`config.mk`:
```
export PLATFORM = sky130hd
export DESIGN_NAME = sync_fifo_pf
export DESIGN_NICKNAME = d
export VERILOG_FILES = /design/src/rtl/sync_fifo_pf.sv
export SDC_FILE = /design/constraint.sdc
export NUM_CORES = 1
export LEC_CHECK = 0
export CAP_MARGIN = 20
export CORE_ASPECT_RATIO = 1.5
export CORE_MARGIN = 2
export CORE_UTILIZATION = 30
export CTS_CLUSTER_SIZE = 12
export DETAILED_ROUTE_END_ITERATION = 8
export HOLD_SLACK_MARGIN = 0.12
export PLACE_DENSITY_LB_ADDON = 0.3
export SYNTH_ARGS = -nofsm -noshare
export SYNTH_HDL_FRONTEND = slang
export SYNTH_SLANG_ARGS = --single-unit
```
`constraint.sdc`:
```
create_clock -name clk -period 3.7 [get_ports clk]
set_input_delay 0.74 -clock clk [delete_from_list [all_inputs] [get_ports clk]]
set_output_delay 0.74 -clock clk [all_outputs]
set_load 0.005 [all_outputs]
```
`src/rtl/sync_fifo_pf.sv`:
```
// Synchronous FIFO with level, programmable almost-full/almost-empty flags,
// sticky overflow/underflow, flush, and selectable registered or FWFT read port.
module sync_fifo_pf #(
   parameter int unsigned DATA_WIDTH    = 8,
   parameter int unsigned ADDRESS_WIDTH = 4,
   parameter int unsigned FWFT          = 0
) (
   input  logic                     clk,
   input  logic                     rst_n,
   input  logic                     flush,
   input  logic                     write_increment,
   input  logic [DATA_WIDTH-1:0]    write_data,
   input  logic                     read_increment,
   output logic [DATA_WIDTH-1:0]    read_data,
   output logic                     read_valid,
   output logic                     full,
   output logic                     empty,
   output logic [ADDRESS_WIDTH:0]   level,
   input  logic [ADDRESS_WIDTH:0]   af_thresh,
   input  logic [ADDRESS_WIDTH:0]   ae_thresh,
   output logic                     almost_full,
   output logic                     almost_empty,
   output logic                     overflow,
   output logic                     underflow,
   input  logic                     error_clear
);

   localparam int unsigned DEPTH = 1 << ADDRESS_WIDTH;
   localparam logic [ADDRESS_WIDTH:0] LEVEL_FULL = {1'b1, {ADDRESS_WIDTH{1'b0}}};

   logic [DATA_WIDTH-1:0]    mem_q [DEPTH];
   logic [ADDRESS_WIDTH-1:0] wr_ptr_q, wr_ptr_d;
   logic [ADDRESS_WIDTH-1:0] rd_ptr_q, rd_ptr_d;
   logic [ADDRESS_WIDTH:0]   level_q, level_d;
   logic [DATA_WIDTH-1:0]    read_data_q, read_data_d;
   logic                     read_valid_q, read_valid_d;
   logic                     overflow_q, overflow_d;
   logic                     underflow_q, underflow_d;
   logic                     full_int, empty_int;
   logic                     wr_accept, rd_accept;

   always_comb begin
      full_int     = (level_q == LEVEL_FULL);
      empty_int    = (level_q == '0);
      wr_accept    = write_increment && !full_int && !flush;
      rd_accept    = read_increment && !empty_int && !flush;

      wr_ptr_d     = wr_ptr_q;
      rd_ptr_d     = rd_ptr_q;
      level_d      = level_q;
      read_data_d  = read_data_q;
      read_valid_d = rd_accept;

      if (flush) begin
         wr_ptr_d = '0;
         rd_ptr_d = '0;
         level_d  = '0;
      end else begin
         if (wr_accept) wr_ptr_d = wr_ptr_q + ADDRESS_WIDTH'(1);
         if (rd_accept) rd_ptr_d = rd_ptr_q + ADDRESS_WIDTH'(1);
         if (wr_accept && !rd_accept)
            level_d = level_q + (ADDRESS_WIDTH+1)'(1);
         else if (rd_accept && !wr_accept)
            level_d = level_q - (ADDRESS_WIDTH+1)'(1);
      end

      if (rd_accept) read_data_d = mem_q[rd_ptr_q];

      // A fresh error event wins over a same-cycle clear.
      overflow_d  = (overflow_q && !error_clear) || (write_increment && full_int && !flush);
      underflow_d = (underflow_q && !error_clear) || (read_increment && empty_int && !flush);
   end

   always_ff @(posedge clk or negedge rst_n) begin
      if (!rst_n) begin
         wr_ptr_q     <= '0;
         rd_ptr_q     <= '0;
         level_q      <= '0;
         read_data_q  <= '0;
         read_valid_q <= 1'b0;
         overflow_q   <= 1'b0;
         underflow_q  <= 1'b0;
      end else begin
         wr_ptr_q     <= wr_ptr_d;
         rd_ptr_q     <= rd_ptr_d;
         level_q      <= level_d;
         read_data_q  <= read_data_d;
         read_valid_q <= read_valid_d;
         overflow_q   <= overflow_d;
         underflow_q  <= underflow_d;
      end
   end

   // Storage is deliberately left out of reset.
   always_ff @(posedge clk) begin
      if (wr_accept) mem_q[wr_ptr_q] <= write_data;
   end

   always_comb begin
      full         = full_int;
      empty        = empty_int;
      level        = level_q;
      almost_full  = (level_q >= af_thresh);
      almost_empty = (level_q <= ae_thresh);
      overflow     = overflow_q;
      underflow    = underflow_q;
      if (FWFT != 0) begin
         read_data  = empty_int ? '0 : mem_q[rd_ptr_q];
         read_valid = !empty_int;
      end else begin
         read_data  = read_data_q;
         read_valid = read_valid_q;
      end
   end

endmodule

```
==> summary.md <==
| Metric | Value |
|---|---|
| RSZ-0062 raised after global routing | `false` |
| YS warnings | `0` |
| Vias in the first global route | `3,634` |
| Crit path largest cell delay | `520 ps` |
| Share of layout cells above drive strength 1 | `21.4%` |
| Root Buffer | `clkbuf_16` |
| Register area share after synthesis | `69.4%` |
| Hold Buf Count CTS | `0` |
| Die Area | `22,600 µm²` |
| Routability-driven placement congestion ratio | `0.771` |
| CTS buffer count | `17` |
| P per Cell Area | `629 nW/µm²` |
| Met2 usage | `22.1%` |
| Predominant post-synthesis flop cell | `edfxtp_1` |
| Nets | `491` |
| Maximum net fanout on the critical path | `2` |
| Syn Nets | `415` |
| Setup violators final | `0` |
| Pre-Repair DR Iteration Count | `6` |
| Asr flop ratio synth | `15.8%` |
| Period Utilization, post-route | `95.8%` |
| Outcome | `complete, no violations` |
| Syn-to-layout area delta | `24.1%` |
| Number of routed nets with antenna violations | `0` |
| Num rows | `65` |
| Worst Tran Pin Value | `691 ps` |
| H-tree levels | `4` |
| Fin Clk Skew | `15.1 ps` |
| Required @ worst endpoint | `2960 ps` |
| Chip Width | `123 µm` |
| Tightest Hold Check Type | `reg2reg` |
| Worst-case clock buffer depth | `2` |
| Post-route design area | `7950 µm²` |
| CORE AREA | `21,000 µm²` |
| GR peak layer | `met2` |
| Number of max-cap violations | `0` |
| Antenna diode count | `0` |
| Most frequent cells in the layout | `128 x edfxtp_1, 43 x clkdlybuf4s50_1, 32 x mux4_2` |
| Crit path cell chain | `clkdlybuf4s50_1 -> inv_1 -> ha_1 -> nor2b_1 -> o21a_1 -> o21a_1 -> o21a_1 -> o22ai_1 -> clkdlybuf4s50_1` |
| Detailed Place HPWL | `9100 µm` |
| Critical-path top delay cell | `clkdlybuf4s50_1` |
| Share of the synthesized area in the top cell type | `60.0%` |
| Seq cells post-synth | `152` |
| Latest clock arrival within the worst-skew pair | `420 ps` |
| Final TNS setup | `0 ps` |
| Cts repair resizes | `0` |
| EDFF count, synth | `128` |
| Die Y | `183 µm` |
| Initial DRC Count | `207` |
| CP Class | `in2out` |
| Post-Syn Area | `6400 µm²` |
| FMAX | `282 MHz` |
| Critical Path Sink Type | `output pin` |
| DR vias/cell | `4.75` |
| Startpoint type of the worst setup path | `primary input` |
| Met3 Resource Use GR | `2.77%` |
| Drt total wl | `13,400 µm` |
| Filler cell count | `1,936` |
| Most common cell after layout, fill and taps aside | `edfxtp_1` |
| Post-CTS setup buffer count | `0` |
| Placed Area | `7350 µm²` |
| Synthesized area per cell | `17.3 µm²` |
| Pleak | `2.76 nW` |
| # port buffers | `43` |
| Worst path most repeated cell | `o21a_1` |
| Synth area leaders | `edfxtp_1 60%, mux4_2 11%, dfrtp_1 9.4%` |
| GRT Total Usage | `12.7%` |
| Max-Slew Margin vs Limit | `53.9%` |
| Via count | `3,451` |
| Tmin final | `3540 ps` |
| CTS tree | `built` |
| Library cells used by synthesis | `36` |
| Final max-slew violation count | `0` |
| Worst IR drop on VDD | `0.274 mV` |
| Cells after Synth | `371` |
| # DRC | `0` |
| Initial antenna violation count | `0` |
| Final Hold Fails | `0` |
| Pin count of the biggest net entering global routing | `36` |
| First-pass GRT wire length | `20,500 µm` |
| CTS Sinks | `152` |
| Synth area leader | `edfxtp_1` |
| Total grt overflow | `0` |
| Starting Density | `30.5%` |
| Ports | `44` |
| CTS clk-pin slew, worst paths | `60 ps` |
| DR WL/cell | `18.4 µm` |
| Arr. time, crit path | `2800 ps` |
| GR Util met1 | `14.8%` |
-- routing by layer --
metal / wire, µm / share of wire [%]
met2: 7220 / 54
met5: 0 / 0
met1: 5480 / 41
met3: 448 / 3.4
met4: 221 / 1.7
-- state kept, by name, summed over array words and instances (netlist names) --
| signal | flops |
|---|---|
| mem_q | 128 |
| underflow | 1 |
| level | 5 |
| overflow | 1 |
| rd_ptr_q | 4 |
| read_valid | 1 |
| read_data | 8 |
| wr_ptr_q | 4 |
-- cell usage after synthesis (7+ instances only) --
library cell  count
ha_1             19
edfxtp_1        128
dfrtp_1          24
mux2i_1          17
nor2_1           24
clkbuf_1         10
inv_1            17
nand2b_1         10
mux4_2           32
o221ai_1          8
o21ai_0           7
nand2_1          23
-- cells by family (layout without fill, tap and decap cells) --
kind of cell               count (synthesis)  count (layout)  share of synthesized area, %
buffers and inverters                     33             121                          2.07
AOI/OAI and AO/OA                         32              32                          3.65
adders and majority gates                 20              20                          4.02
muxes                                     50              50                          14.1
and+or+nand+nor                           77              77                          5.82
DFF                                      152             152                          69.4
xor gates and xnor gates                   7               7                         0.957
-- path summary, 6_finish.rpt --
path                       slack, ps    startpoint            to  depth (start not counted)
min                              500  read_data[2]  read_data[2]                          2
max reg2reg                      440      level[3]      level[4]                          9
min reg2reg                      500  read_data[2]  read_data[2]                          2
max in group asynchronous       2720         rst_n   rd_ptr_q[1]                          2
max                              160  ae_thresh[1]  almost_empty                          9
min in group asynchronous        700         rst_n      level[1]                          2
-- area by class of cell --
type | instances | area [µm²] | area share (%)
clock buffer | 17 | 425 | 5.35
clock inverter | 14 | 173 | 2.17
inverter | 17 | 63.8 | 0.803
multi-input combinational | 186 | 1830 | 23.0
sequential | 152 | 4450 | 55.9
tap | 268 | 335 | 4.22
timing repair buffer | 73 | 676 | 8.50
-- stage by stage --
stage                     worst slack, ps  hold slack (ps)  utilization, %  instances  total power [W]
after floorplan                       760              444               -        371          0.00279
after global placement                215              496            34.9        695          0.00326
after detailed placement              172              493            35.0        696          0.00332
after CTS                             162              508            37.9        727          0.00507
after global routing                 68.4              522            37.9        727          0.00526
final                                 157              501            37.9        727          0.00500
-- report_power, final --
| group | switching, W | internal [W] | total [W] |
|---|---|---|---|
| logic | 0.000547 | 0.000634 | 0.00118 |
| registers | 0.000114 | 0.00197 | 0.00208 |
| clock network | 0.000677 | 0.00106 | 0.00174 |
| total | 0.00134 | 0.00366 | 0.00500 |
-- critical path, delay by kind of cell --
kind                       cells  cell delay (ps)
AOI/OAI and AO/OA              4              640
and+or+nand+nor                1              140
buffers and inverters          3             1010
adders and majority gates      1              280
(Power assumes the default switching activity.)
